`src/rtl/apb_master_if.sv`:
```
// Command/response and APB3 bus signals of the apb_master requester.
// The master modport is the block's own view; slave is the view of the surrounding logic.
`timescale 1ns/1ps
interface apb_master_if #(
  parameter int ADDR_W = 32,
  parameter int DATA_W = 32
);
  logic              cmd_valid;
  logic              cmd_ready;
  logic              cmd_write;
  logic [ADDR_W-1:0] cmd_addr;
  logic [DATA_W-1:0] cmd_wdata;
  logic              rsp_valid;
  logic [DATA_W-1:0] rsp_rdata;
  logic              rsp_err;
  logic              PSEL;
  logic              PENABLE;
  logic              PWRITE;
  logic [ADDR_W-1:0] PADDR;
  logic [DATA_W-1:0] PWDATA;
  logic              PREADY;
  logic [DATA_W-1:0] PRDATA;
  logic              PSLVERR;

  modport master (
    input  cmd_valid, cmd_write, cmd_addr, cmd_wdata, PREADY, PRDATA, PSLVERR,
    output cmd_ready, rsp_valid, rsp_rdata, rsp_err, PSEL, PENABLE, PWRITE, PADDR, PWDATA
  );

  modport slave (
    output cmd_valid, cmd_write, cmd_addr, cmd_wdata, PREADY, PRDATA, PSLVERR,
    input  cmd_ready, rsp_valid, rsp_rdata, rsp_err, PSEL, PENABLE, PWRITE, PADDR, PWDATA
  );
endinterface

```
`src/rtl/apb_master.sv`:
```
// Single-outstanding APB3 requester: valid/ready command in, SETUP/ACCESS phases out,
// one-cycle response pulse back, with an optional wait-state timeout.
`timescale 1ns/1ps
module apb_master #(
  parameter int ADDR_W  = 32,
  parameter int DATA_W  = 32,
  parameter int TIMEOUT = 16
) (
  input  logic         PCLK,
  input  logic         PRESET,
  apb_master_if.master bus
);
  localparam logic [1:0] ST_IDLE   = 2'd0;
  localparam logic [1:0] ST_SETUP  = 2'd1;
  localparam logic [1:0] ST_ACCESS = 2'd2;

  localparam int CNT_W = (TIMEOUT > 0) ? $clog2(TIMEOUT + 1) : 1;
  localparam logic [CNT_W-1:0] WAIT_LIMIT = CNT_W'((TIMEOUT > 0) ? TIMEOUT - 1 : 0);

  logic [1:0]        state_q,     state_d;
  logic              psel_q,      psel_d;
  logic              penable_q,   penable_d;
  logic              pwrite_q,    pwrite_d;
  logic [ADDR_W-1:0] paddr_q,     paddr_d;
  logic [DATA_W-1:0] pwdata_q,    pwdata_d;
  logic              rsp_valid_q, rsp_valid_d;
  logic [DATA_W-1:0] rsp_rdata_q, rsp_rdata_d;
  logic              rsp_err_q,   rsp_err_d;
  logic [CNT_W-1:0]  wait_cnt_q,  wait_cnt_d;

  always_comb begin
    // NOTE: every next-state signal gets a default before the case so no path leaves it unassigned (no latches).
    state_d     = state_q;
    psel_d      = psel_q;
    penable_d   = penable_q;
    pwrite_d    = pwrite_q;
    paddr_d     = paddr_q;
    pwdata_d    = pwdata_q;
    rsp_valid_d = 1'b0;
    rsp_rdata_d = rsp_rdata_q;
    rsp_err_d   = rsp_err_q;
    wait_cnt_d  = wait_cnt_q;

    case (state_q)
      ST_IDLE: begin
        if (bus.cmd_valid) begin
          state_d    = ST_SETUP;
          psel_d     = 1'b1;
          penable_d  = 1'b0;
          pwrite_d   = bus.cmd_write;
          paddr_d    = bus.cmd_addr;
          pwdata_d   = bus.cmd_wdata;
          wait_cnt_d = '0;
        end
      end
      ST_SETUP: begin
        state_d   = ST_ACCESS;
        penable_d = 1'b1;
      end
      ST_ACCESS: begin
        // Completion is tested first so PREADY on the limit cycle beats the timeout.
        if (bus.PREADY) begin
          state_d     = ST_IDLE;
          psel_d      = 1'b0;
          penable_d   = 1'b0;
          rsp_valid_d = 1'b1;
          rsp_err_d   = bus.PSLVERR;
          rsp_rdata_d = pwrite_q ? '0 : bus.PRDATA;
        end else if (TIMEOUT != 0 && wait_cnt_q == WAIT_LIMIT) begin
          state_d     = ST_IDLE;
          psel_d      = 1'b0;
          penable_d   = 1'b0;
          rsp_valid_d = 1'b1;
          rsp_err_d   = 1'b1;
          rsp_rdata_d = '0;
        end else if (TIMEOUT != 0) begin
          wait_cnt_d = wait_cnt_q + 1'b1;
        end
      end
      default: begin
        state_d   = ST_IDLE;
        psel_d    = 1'b0;
        penable_d = 1'b0;
      end
    endcase
  end

  // NOTE: sequential state uses non-blocking assignments so all registers update from pre-edge values.
  always_ff @(posedge PCLK or posedge PRESET) begin
    if (PRESET) begin
      state_q     <= ST_IDLE;
      psel_q      <= 1'b0;
      penable_q   <= 1'b0;
      pwrite_q    <= 1'b0;
      paddr_q     <= '0;
      pwdata_q    <= '0;
      rsp_valid_q <= 1'b0;
      rsp_rdata_q <= '0;
      rsp_err_q   <= 1'b0;
      wait_cnt_q  <= '0;
    end else begin
      state_q     <= state_d;
      psel_q      <= psel_d;
      penable_q   <= penable_d;
      pwrite_q    <= pwrite_d;
      paddr_q     <= paddr_d;
      pwdata_q    <= pwdata_d;
      rsp_valid_q <= rsp_valid_d;
      rsp_rdata_q <= rsp_rdata_d;
      rsp_err_q   <= rsp_err_d;
      wait_cnt_q  <= wait_cnt_d;
    end
  end

  assign bus.cmd_ready = (state_q == ST_IDLE);
  assign bus.PSEL      = psel_q;
  assign bus.PENABLE   = penable_q;
  assign bus.PWRITE    = pwrite_q;
  assign bus.PADDR     = paddr_q;
  assign bus.PWDATA    = pwdata_q;
  assign bus.rsp_valid = rsp_valid_q;
  assign bus.rsp_rdata = rsp_rdata_q;
  assign bus.rsp_err   = rsp_err_q;
endmodule

```
`src/flat_wrapper.sv`:
```
// flat-port wrapper written by rule: the top's interface ports become plain ports
module apb_master_flat 
#(
  parameter int ADDR_W  = 32,
  parameter int DATA_W  = 32,
  parameter int TIMEOUT = 16
)
  (PCLK, PRESET, bus_cmd_valid, bus_cmd_write, bus_cmd_addr, bus_cmd_wdata, bus_PREADY, bus_PRDATA, bus_PSLVERR, bus_cmd_ready, bus_rsp_valid, bus_rsp_rdata, bus_rsp_err, bus_PSEL, bus_PENABLE, bus_PWRITE, bus_PADDR, bus_PWDATA);
  apb_master_if #(.ADDR_W(ADDR_W), .DATA_W(DATA_W)) bus_i ();
  input  logic PCLK;
  input  logic PRESET;
  input wire logic [$bits(bus_i.cmd_valid)-1:0] bus_cmd_valid;
  input wire logic [$bits(bus_i.cmd_write)-1:0] bus_cmd_write;
  input wire logic [$bits(bus_i.cmd_addr)-1:0] bus_cmd_addr;
  input wire logic [$bits(bus_i.cmd_wdata)-1:0] bus_cmd_wdata;
  input wire logic [$bits(bus_i.PREADY)-1:0] bus_PREADY;
  input wire logic [$bits(bus_i.PRDATA)-1:0] bus_PRDATA;
  input wire logic [$bits(bus_i.PSLVERR)-1:0] bus_PSLVERR;
  output wire logic [$bits(bus_i.cmd_ready)-1:0] bus_cmd_ready;
  output wire logic [$bits(bus_i.rsp_valid)-1:0] bus_rsp_valid;
  output wire logic [$bits(bus_i.rsp_rdata)-1:0] bus_rsp_rdata;
  output wire logic [$bits(bus_i.rsp_err)-1:0] bus_rsp_err;
  output wire logic [$bits(bus_i.PSEL)-1:0] bus_PSEL;
  output wire logic [$bits(bus_i.PENABLE)-1:0] bus_PENABLE;
  output wire logic [$bits(bus_i.PWRITE)-1:0] bus_PWRITE;
  output wire logic [$bits(bus_i.PADDR)-1:0] bus_PADDR;
  output wire logic [$bits(bus_i.PWDATA)-1:0] bus_PWDATA;
  assign bus_i.cmd_valid = bus_cmd_valid;
  assign bus_i.cmd_write = bus_cmd_write;
  assign bus_i.cmd_addr = bus_cmd_addr;
  assign bus_i.cmd_wdata = bus_cmd_wdata;
  assign bus_i.PREADY = bus_PREADY;
  assign bus_i.PRDATA = bus_PRDATA;
  assign bus_i.PSLVERR = bus_PSLVERR;
  assign bus_cmd_ready = bus_i.cmd_ready;
  assign bus_rsp_valid = bus_i.rsp_valid;
  assign bus_rsp_rdata = bus_i.rsp_rdata;
  assign bus_rsp_err = bus_i.rsp_err;
  assign bus_PSEL = bus_i.PSEL;
  assign bus_PENABLE = bus_i.PENABLE;
  assign bus_PWRITE = bus_i.PWRITE;
  assign bus_PADDR = bus_i.PADDR;
  assign bus_PWDATA = bus_i.PWDATA;
  apb_master #(.ADDR_W(ADDR_W), .DATA_W(DATA_W), .TIMEOUT(TIMEOUT)) u_core (.PCLK(PCLK), .PRESET(PRESET), .bus(bus_i));
endmodule
```
`config.mk`:
```
export PLATFORM = sky130hd
export DESIGN_NAME = apb_master_flat
export DESIGN_NICKNAME = d
export VERILOG_FILES = /design/src/rtl/apb_master_if.sv /design/src/rtl/apb_master.sv /design/src/flat_wrapper.sv
export SDC_FILE = /design/constraint.sdc
export NUM_CORES = 1
export LEC_CHECK = 0
export BUFFER_PORTS_ARGS = -buffer_cell sky130_fd_sc_hd__buf_4
export CAP_MARGIN = 10
export CORE_ASPECT_RATIO = 1.4
export CORE_MARGIN = 5
export CORE_UTILIZATION = 25
export CTS_CLUSTER_SIZE = 24
export DETAILED_ROUTE_END_ITERATION = 10
export PLACE_DENSITY = 0.52
export SYNTH_ARGS = -nofsm -noshare
export SYNTH_HDL_FRONTEND = slang
export SYNTH_SLANG_ARGS = --single-unit
export TNS_END_PERCENT = 30
```
`constraint.sdc`:
```
create_clock -name PCLK -period 3.4 [get_ports PCLK]
set_input_delay 0.68 -clock PCLK [delete_from_list [all_inputs] [get_ports PCLK]]
set_output_delay 0.68 -clock PCLK [all_outputs]
set_load 0.02 [all_outputs]
```
# Yosys cells after proc, flatten, opt, wreduce, memory -nomap -nowiden

Cells that the tools add are included.
W data, S select, Z words.

Output and inout bits: 102
Word-level logic and storage cells: 49
Register bits after elaboration: 108
Bits of input ports: 102

Reductions and logical operators: 8
Equality and inequality tests: 7
Bitwise operators: 1
Add/subtract/negate cells: 1
Muxes and demuxes: 22

Operators with widths:

| kind                  | number |
|---|---|
| $mux W32              | 3 |
| $mux W5               | 3 |
| $pmux W5 S2           | 1 |
| $mux W1               | 9 |
| $mux W2               | 3 |
| $ne A2 B2 Y1 const B  | 3 |
| $pmux W1 S3           | 2 |
| $pmux W2 S3           | 1 |
| $reduce_and A2 Y1     | 3 |
| $add A5 B1 Y5 const B | 1 |
| $eq A5 B4 Y1 const B  | 1 |
| $reduce_and A4 Y1     | 1 |
| $reduce_bool A2 Y1    | 2 |
| $ne A3 B2 Y1 const B  | 1 |
| $reduce_and A3 Y1     | 1 |
| $eq A2 B1 Y1 const B  | 1 |
| $eq A2 B2 Y1 const B  | 1 |
| $logic_not A2 Y1      | 1 |
| $not A1 Y1            | 1 |

# Logic depth before layout (Yosys ltp)

Gate-level depths: netlist of run 1.

Word-level depth: 4
Depth in mapped cells: 7
Depth with buffers taken out: 6

# Worst setup path before layout of run 1

No wires, ideal clock.

Path kind: register to register
Start point: reg u_core.wait_cnt_q[0]
End point: reg u_core.wait_cnt_q[1]
Buffers on the path: 1
Slack: 1458 ps
Period minus slack after synthesis: 1942 ps
Library setup time: 132 ps
Arrival: 1810 ps
Cell stages (with the launch flop): 8
Data required time: 3268 ps
Cell sequence: dfrtp_1 ha_1 and3_1 ha_1 or4b_1 clkbuf_1 o211ai_1 o21ai_0

Cells in the longest elaborated chain, start to end: 4
Elaborated cells between the ends (all ways): 7
Classes of those cells: add/sub: 1; eq/ne: 2; mux: 3; reduce/logical: 1

Ends and longest elaborated chain:

| what                   | line              | text |
|---|---|---|
| start, declared        | apb_master.sv:29  | `logic [CNT_W-1:0] wait_cnt_q, wait_cnt_d;` |
| start signal, assigned | apb_master.sv:111 | `wait_cnt_q <= wait_cnt_d;` |
| $add A5 B1 Y5          | apb_master.sv:77  | `wait_cnt_d = wait_cnt_q + 1'b1;` |
| $mux W5                | apb_master.sv:69  | `end else if (TIMEOUT != 0 && wait_cnt_q == WAIT_LIMIT) begin` |
| $mux W5                | apb_master.sv:62  | `if (bus.PREADY) begin` |
| $pmux W5 S2            | apb_master.sv:44  | `case (state_q)` |

Parallel ways exist; a longest one is shown, timed or not. The select of a mux whose other input is x is not followed.
A chain may end at the register's enable or synchronous reset.

# Worst setup path after layout of run 1

Start point: reg u_core.wait_cnt_q[0]
End point: reg u_core.rsp_rdata_q[30] (netlist: u_core.bus.rsp_rdata[30])

Cells in the longest elaborated chain, start to end: 3

Ends and longest elaborated chain:

| what                         | line              | text |
|---|---|---|
| $eq A5 B4 Y1                 | apb_master.sv:69  |  |
| $reduce_bool A2 Y1 (no line) | -                 |  |
| $reduce_and A2 Y1 (no line)  | -                 |  |
| end signal, assigned         | apb_master.sv:109 | `rsp_rdata_q <= rsp_rdata_d;` |
| end, declared                | apb_master.sv:27  | `logic [DATA_W-1:0] rsp_rdata_q, rsp_rdata_d;` |

No other way between the ends.

==> results of run 1 <==
cells by family (layout without fill, tap and decap cells):
group / count (synthesis) / count (layout) / share of synthesized area
DFF: 107 / 107 / 0.667
muxes: 65 / 65 / 0.188
AOI/OAI and AO/OA: 46 / 46 / 0.0926
buffers and inverters: 24 / 231 / 0.0299
and+or+nand+nor: 10 / 10 / 0.0156
adders and majority gates: 2 / 2 / 0.00624
routing by layer:
layer / up-vias / track usage
met3: 11 / 0.0333
met5: - / 0
met4: 0 / 0.0313
li1: 1310 / -
met2: 117 / 0.198
met1: 1401 / 0.128
power by group through the flow:
stage / clock [W] / sequential (W) / combinational, W
CTS: 0.00103 / 0.00226 / 0.00291
detailed placement: 0 / 0.00228 / 0.00291
finish: 0.000981 / 0.00225 / 0.00285
floorplan: 0 / 0.00296 / 0.000906
global placement: 0 / 0.00227 / 0.00288
global route: 0.00107 / 0.00234 / 0.00304
cell usage after synthesis:
library cell and instances:
dfrtp_1 107, inv_1 8, nor2_1 2, mux2_2 59, nand2b_1 1, o31ai_1 2, o22a_1 1, buf_2 6
nand3b_1 1, mux2_4 6, o21ai_1 1, ha_1 2, buf_6 3, clkbuf_1 7, o21ai_0 5, a22o_1 32
a21o_1 1, nand3_1 2, o211ai_1 4, and3_1 1, nor2b_1 1, or4b_1 1, or3b_1 1
through the flow:
step	area, sq um	utilization
6_report	6030	0.385
5_1_grt	6030	0.385
4_1_cts	6030	0.385
3_5_place_dp	5760	0.367
3_3_place_gp	5760	0.367
2_1_floorplan	4020	-
registers in the layout, summed over array words and instances (netlist names):
register	count
u_core.state_q	1
u_core.bus.PENABLE	1
u_core.bus.PWRITE	1
u_core.bus.PADDR	32
u_core.bus.PSEL	1
u_core.bus.rsp_valid	1
u_core.wait_cnt_q	5
u_core.bus.rsp_err	1
u_core.bus.PWDATA	32
u_core.bus.rsp_rdata	32
layout make-up:
| cell class | instances | area (sq um) |
|---|---|---|
| sequential | 107 | 2680 |
| timing repair buffer | 207 | 1580 |
| tap | 196 | 245 |
| clock buffer | 11 | 233 |
| clock inverter | 5 | 40.0 |
| fill | 1539 | 9640 |
| multi-input combinational | 123 | 1220 |
| inverter | 8 | 33.8 |
path summary, 6_finish.rpt:
path	end	slack (ns)	depth (start not counted)
min in group PCLK	u_core.wait_cnt_q[3]	0.48	1
setup reg to reg	u_core.bus.rsp_rdata[30]	1.24	6
hold reg to reg	u_core.wait_cnt_q[3]	0.48	1
max in group asynchronous	u_core.bus.PSEL	2.42	3
setup / recovery	u_core.bus.rsp_rdata[30]	1.24	6
hold / removal	u_core.bus.PWDATA[17]	0.46	3
critical path, stage by stage, from the launching register on:
cell	delay, ns
dfrtp_1	0.41
ha_1	0.22
and3_1	0.18
ha_1	0.20
o21ai_2	0.56
buf_4	0.35
a22o_1	0.18
==> impl_metrics.toml, run 1 <==
[place]
portBuffers = 203
globalplace.congestion = 0.668
place_hpwl_um = 8020
dp_slack_ns = 1.17
dpl.cell_count = 641

[logic_synthesis]
yosys.area.top_type = "dfrtp_1"
synthesis.area_sq_um = 4010
syn_nets = 358
yosys.area.top_type_share = 0.667
syn_inst = 254
yosys_warnings = 0
synthDistinctLibCells = 23
synth_area_leaders = "dfrtp_1 (67%), mux2_2 (17%), a22o_1 (7.0%)"
syn_area_per_cell_sq_um = 15.8
ys_ff_latch = 107
synth-seq-area-share = 0.667

[worst_setup_path]
reg2reg_from = "u_core.wait_cnt_q[0]"
cp.arrival_ns = 2.44
cp-startpoint = "u_core.wait_cnt_q[0]"
startpoint_type = "flip-flop"
endpoint_kind = "flip-flop"
path_max_fanout = 18
crit_required_ns = 3.67
worstSetupPathType = "reg -> reg"

[cts]
clkSlewWorstSetupHoldPaths_ns = 0.08
cts_htree_levels = 3
cts_tree = "done"
cts_buffers = 9
numClockSinks = 107
postCtsResizedCells = 0
cts-root-buf = "clkbuf_16"
clk_latency_ns = 0.34
cts.hold.buffers_added = 0
cts_setup_buffers = 0
cts_buffer_depth = 2

[routing]
drt.antenna.violating_nets = 0
top_layer = "met4"
post-route-drc-count = 0
met1_length_um = 3890
first_pass_iters = 5
wl_um = 10700
dr_wl_met3_um = 963
viasPerCell = 4.32
met2_length_um = 5680
vias = 2839
drt_iter0_markers = 122
avgRoutedWirePerCell_um = 16.2

[layout]
final_cell_mix = "buf_4 (205), dfrtp_1 (107), mux2_2 (59)"
instances_no_fill = 657
layout-drive-gt1-share = 0.629
area_delta_synth_final_pct = 50.3
nets = 560
layout_commonest_cell = "buf_4"
num_antenna_cells = 0

[die]
core_sq_um = 15700
die_area_sq_um = 18700
die_height_um = 160
chipWidth_um = 117
num_rows = 54
start_util = 0.256
num_io_pins = 204

[sta]
finalSetupTns_ns = 0
timing.hold.ws_ns = 0.463
finClkSkew_ns = 0.00743
slew_viol_final = 0
finalHoldViolCount = 0
setup_viol = 0
relSlewSlack = 0.529
rsz0062_at_grt = "no"
setup_ws_ns = 1.24
fin_crit_ns = 2.16
fin_crit_sh = 0.637
tightest_slew_ns = 0.707
max_freq_mhz = 462

[grt]
grt_max_degree = 108
gr-total-overflow = 0
grt_pass1_vias = 3130
antenna_found_initial = 0
grt_pass1_wl_um = 16400
grt_use_total = 0.112

[power]
vdd_ir_drop_max_mv = 0.377
total_power_w = 0.00609
power_frac_comb = 0.469
cellLeakagePower_nw = 2.94
power_frac_seq = 0.370
p_sw_frac = 0.373
power_density_nw_per_um2 = 1010
p_sw_w = 0.00227
clockPowerShare = 0.161
internal-power_w = 0.00382

[run_status]
status = "finished clean"

[flow_run]
drv_cap = 0

[hold_path]
hold_path.class = "in -> async"
Note: power is estimated with default switching activity, not from simulation.
==> run 2, diff against run 1 <==
- ABC_AREA: unset -> 1
- PLACE_DENSITY: 0.52 -> 0.5
- clock period: 3.4 -> 2 ns (I/O delays scaled with it)
==> run 2 against run 1 <==
Power grew 72%. Maximum frequency rose by 28%. Die area is 4.5% higher. Clock skew is 0.0024 ns higher. Non-clock buffer count is 3 higher. Clock power grew 87%. Global-route usage increased by 1.4 points. Clock-buffer cell count is the same. Sequential power grew 68%.
==> impl_metrics.toml, run 2 <==
[run_status]
status = "finished clean"

[cts]
cts-root-buf = "clkbuf_16"
clkSlewWorstSetupHoldPaths_ns = 0.07
cts_tree = "done"
postCtsResizedCells = 0
cts_buffer_depth = 2
clk_latency_ns = 0.35
numClockSinks = 107
cts_setup_buffers = 0
cts.hold.buffers_added = 0
cts_htree_levels = 3
cts_buffers = 9

[routing]
wl_um = 12300
avgRoutedWirePerCell_um = 14.0
first_pass_iters = 4
post-route-drc-count = 0
drt.antenna.violating_nets = 0
vias = 3748
drt_iter0_markers = 162
viasPerCell = 4.27

[logic_synthesis]
yosys.area.top_type = "dfrtp_1"
yosys_warnings = 0
synth_edf_count = 0
syn_nets = 576
ys_ff_latch = 107
synthDistinctLibCells = 20
yosysMostFrequentCell = "nand2_1"
syn_inst = 472
synth_common_cells = "nand2_1 (277), dfrtp_1 (107), nand3_1 (36)"
syn_area_per_cell_sq_um = 8.91
yosys.area.top_type_share = 0.636
synth_area_leaders = "dfrtp_1 (64%), nand2_1 (25%), nand3_1 (4.3%)"
ys.flop_type = "dfrtp_1"
async_flop_share = 1.00
synthesis.area_sq_um = 4210
synth-seq-area-share = 0.636

[worst_setup_path]
crit_required_ns = 2.24
worstSetupPathType = "reg -> reg"
path_max_fanout = 7
endpoint_kind = "flip-flop"
critical_path.max_stage_delay_ns = 0.42
critical-path-slowest-cell = "dfrtp_1"
cp.arrival_ns = 1.93
startpoint_type = "flip-flop"
crit_chain = "ha_1, nand2_1, nor2_1, ha_1, nor2_1, nand2_1, nand2_2, inv_2, nand2_1, nand2_1"
cp_common_cell = "nand2_1"
r2r_cells = 10

[sta]
setup_viol = 0
tightest_slew_ns = 0.605
finalSetupTns_ns = 0
max_freq_mhz = 593
relSlewSlack = 0.597
finClkSkew_ns = 0.00979
fin_crit_ns = 1.69
rsz0062_at_grt = "no"
finalHoldViolCount = 0
fin_crit_sh = 0.844
slew_viol_final = 0

[die]
core_sq_um = 16700
die_area_sq_um = 19600
num_io_pins = 204
die_height_um = 164
chipWidth_um = 120
num_rows = 56
start_util = 0.252

[power]
cellLeakagePower_nw = 3.50
power_density_nw_per_um2 = 1670
vdd_ir_drop_max_mv = 0.588

[grt]
grt_max_degree = 108
grt_use_total = 0.125
grt_pass1_vias = 3863
antenna_found_initial = 0
grt_pass1_wl_um = 19700
gr-total-overflow = 0

[layout]
final_cell_mix = "nand2_1 (277), buf_4 (206), dfrtp_1 (107)"
final_area_sq_um = 6260
layout_commonest_cell = "nand2_1"
layout-drive-gt1-share = 0.348
area_delta_synth_final_pct = 48.7
nets = 774
instances_no_fill = 878
fin_util = 0.375
num_antenna_cells = 0

[hold_path]
hold_path.class = "in -> async"

[place]
globalplace.congestion = 0.755
place_hpwl_um = 8960
dpl.cell_count = 862
dpl_cell_area_sq_um = 5950
portBuffers = 203

[flow_run]
drv_cap = 0
## run 2: cell count changes after synthesis, sizes merged, moves of 5 or more
cell / previous run / this run
nand2: 0 / 279
mux2: 65 / 0
nand3: 2 / 36
a22o: 32 / 0
buf: 9 / 20
nor2: 2 / 10
o21ai: 6 / 1
## run 2: worst paths after layout
check | startpoint | end | slack, ns
setup reg to reg | u_core.wait_cnt_q[0] | u_core.wait_cnt_q[1] | 0.31
setup / recovery | u_core.wait_cnt_q[0] | u_core.wait_cnt_q[1] | 0.31
hold / removal | PRESET | u_core.bus.PADDR[12] | 0.20
hold reg to reg | u_core.bus.rsp_rdata[25] | u_core.bus.rsp_rdata[25] | 0.47
min in group PCLK | bus_cmd_addr[29] | u_core.bus.PADDR[29] | 0.24
max in group asynchronous | PRESET | u_core.bus.PWDATA[22] | 1.33
## run 2: cells by family (layout without fill, tap and decap cells)
logic type,after synthesis,in the layout,share of synthesized area
and+or+nand+nor,328,328,0.312
adders and majority gates,2,2,0.00595
buffers and inverters,33,236,0.0425
DFF,107,107,0.636
muxes,1,1,0.00238
AOI/OAI and AO/OA,1,1,0.00119
## run 2: layout make-up
| type | instances | area (sq um) |
|---|---|---|
| clock inverters | 5 | 60.1 |
| multi-input cells | 332 | 1350 |
| flip-flops and latches | 107 | 2680 |
| repair buffers | 210 | 1630 |
| fillers | 1695 | 10400 |
| clock buffers | 11 | 243 |
| well taps | 203 | 254 |
| inverters | 10 | 43.8 |
## run 2: metrics by stage
step | setup WS, ns | hold slack, ns | power, W
after CTS | 0.142 | 0.218 | 0.0106
after floorplan | 0.312 | 0.470 | 0.00644
after detailed placement | 0.170 | 0.462 | 0.00874
after global routing | 0.121 | 0.224 | 0.0112
final | 0.312 | 0.202 | 0.0105
after global placement | 0.261 | 0.457 | 0.00868
## run 2: critical path: cells and delay by family, from the launching register on
family / cells / cell delay [ns]
flip-flops: 1 / 0.42
adder cells (fa/ha/maj): 2 / 0.39
buffers and inverters: 1 / 0.07
AND/OR/NAND/NOR: 7 / 0.69
## run 2: per-layer routing
layer	wire length, um	global-route usage	up-vias	part of all wire
met1	4860	0.143	1768	0.40
met4	236	0.0584	0	0.019
li1	-	-	1838	-
met5	0	0	-	0
met2	6330	0.218	128	0.51
met3	868	0.0339	14	0.071
## run 2: power breakdown
| group | internal (W) | total, W | switching, W |
|---|---|---|---|
| Combinational | 0.00195 | 0.00484 | 0.00289 |
| Sequential | 0.00316 | 0.00378 | 0.000619 |
| Clock | 0.00101 | 0.00183 | 0.000818 |
==> run 3, diff against run 2 <==
- ABC_AREA: 1 -> 0
- PLACE_DENSITY: 0.5 -> 0.52
- clock period: 2 -> 1.5 ns (I/O delays scaled with it)
==> run 3 against run 2 <==
The flow now finishes with violations (setup timing). Power increased by 37%. Sequential share of layout area down 0.57 points. Non-clock buffer count grew 18. Largest power group unchanged. Sequential power increased by 34%. Sequential cell count unchanged. Utilization is 2.9 points higher. Critical path depth down 4. Clock power increased by 23%. Die area down 4.3%. Combinational power is 44% higher.
==> impl_metrics.toml, run 3 (same netlist as run 1, synthesis figures left out) <==
[layout]
fin_util = 0.405
final_cell_mix = "buf_4 (218), dfrtp_1 (107), mux2_2 (59)"
area_delta_synth_final_pct = 58.1
layout_commonest_cell = "buf_4"
num-fill-cells = 1523
multi_input_comb_area_sq_um = 1270
num_antenna_cells = 0
nets = 582
layout-drive-gt1-share = 0.660
register_area_sq_um = 2680

[cts]
cts_buffers = 9
clk_latency_ns = 0.35
cts_tree = "done"
cts_htree_levels = 3
cts_buffer_depth = 2
cts.hold.buffers_added = 0
numClockSinks = 107
clkSlewWorstSetupHoldPaths_ns = 0.07
cts-root-buf = "clkbuf_16"

[sta]
finalSetupTns_ns = -7.55
setup_ws_ns = -0.297
finClkSkew_ns = 0.00965
rsz0062_at_grt = "yes"
slew_viol_final = 0
timing.hold.ws_ns = 0.0416
fin_crit_ns = 1.80
setup_viol = 41
finalHoldViolCount = 0
relSlewSlack = 0.795
max_freq_mhz = 557
fin_crit_sh = 1.20
tightest_slew_ns = 0.307

[worst_setup_path]
crit_chain = "ha_2, and3_4, ha_4, or4b_4, o211ai_1, o31ai_1"
cp.arrival_ns = 2.02
path_max_fanout = 5
worstSetupPathType = "reg -> reg"
crit_family = "simple AND/OR/NAND/NOR gates"
critical-path-slowest-cell = "or4b_4"
startpoint_type = "flip-flop"
r2r_cells = 6
crit_required_ns = 1.73
critPathBufInv = 0
rr_endpoint = "u_core.wait_cnt_q[3]"
endpoint_kind = "flip-flop"
reg2reg_from = "u_core.wait_cnt_q[0]"
critical_path.max_stage_delay_ns = 0.51
reg2reg_slack_ns = -0.30

[routing]
drt.antenna.violating_nets = 0
post-route-drc-count = 0
first_pass_iters = 4
viasPerCell = 4.35
avgRoutedWirePerCell_um = 15.8
wl_um = 10700
drt_iter0_markers = 146
vias = 2952

[place]
globalplace.congestion = 0.682
place_hpwl_um = 7960
portBuffers = 203
dp_slack_ns = -0.417

[grt]
grt_use_total = 0.115
gr-total-overflow = 0
antenna_found_initial = 0
grt_pass1_vias = 3348
grt_pass1_wl_um = 16800
grt_max_degree = 57

[run_status]
status = "complete, but fails checks"
violations = "setup timing"

[die]
start_util = 0.256
die_area_sq_um = 18700
die_height_um = 160
num_rows = 54
core_sq_um = 15700
chipWidth_um = 117
num_io_pins = 204

[power]
power_density_nw_per_um2 = 2250
cellLeakagePower_nw = 3.11
vdd_ir_drop_max_mv = 0.896

[flow_run]
drv_cap = 0

[hold_path]
hold_path.class = "in -> async"
-- run 3: cell types whose count changed in the layout (fill, tap and decap cells not counted), sizes merged, moves of 8 or more --
cell,before,now
mux2,0,65
nand3,36,2
a22o,0,32
nor2,10,2
buf,210,228
nand2,279,0
-- run 3: worst min-delay path: cells and delay by family --
kind / cells / cell delay, ns
buffers and inverters: 3 / 0.48
-- run 3: layout make-up --
class	instances	share of cell area
clock buffers	10	0.0361
clock inverters	6	0.00769
inverters	8	0.00533
multi-input cells	124	0.201
flip-flops and latches	107	0.422
well taps	196	0.0387
repair buffers	228	0.289
-- run 3: timing repair --
action / CTS / global route
gates resized for setup: 5 / 5
pin swaps: 13 / 10
endpoints found under the setup margin: 42 / 97
buffers inserted: 2 / 3
gates cloned: 3 / 0
-- run 3: metal layers --
layer	up-vias	GRT usage	part of all wire
met5	-	0	0
met4	0	0.0605	0.026
met3	15	0.0329	0.10
met2	135	0.189	0.49
met1	1438	0.133	0.38
li1	1364	-	-
-- run 3: worst max-delay path by stage --
stage / start / endpoint / cells past startpoint
finish: u_core.wait_cnt_q[0] / u_core.wait_cnt_q[3] / 6
CTS: u_core.wait_cnt_q[0] / u_core.wait_cnt_q[3] / 6
global placement: u_core.wait_cnt_q[1] / u_core.wait_cnt_q[3] / 6
global route: u_core.wait_cnt_q[1] / u_core.wait_cnt_q[3] / 6
detailed placement: u_core.wait_cnt_q[1] / u_core.wait_cnt_q[3] / 6
floorplan: u_core.wait_cnt_q[0] / u_core.wait_cnt_q[1] / 7
-- run 3: metrics by stage --
stage               instances  total power [W]  cell area (sq um)
floorplan                 254          0.00878               4050
global placement          655           0.0119               5940
detailed placement        655           0.0120               5940
CTS                       676           0.0145               6320
global route              679           0.0151               6340
finish                    679           0.0143               6340
-- run 3: where the power goes --
part / switching, W / internal, W / total (W)
Combinational: 0.00338 / 0.00358 / 0.00697
Sequential: 0.000776 / 0.00428 / 0.00506
Clock: 0.00110 / 0.00115 / 0.00225
Total: 0.00526 / 0.00901 / 0.0143
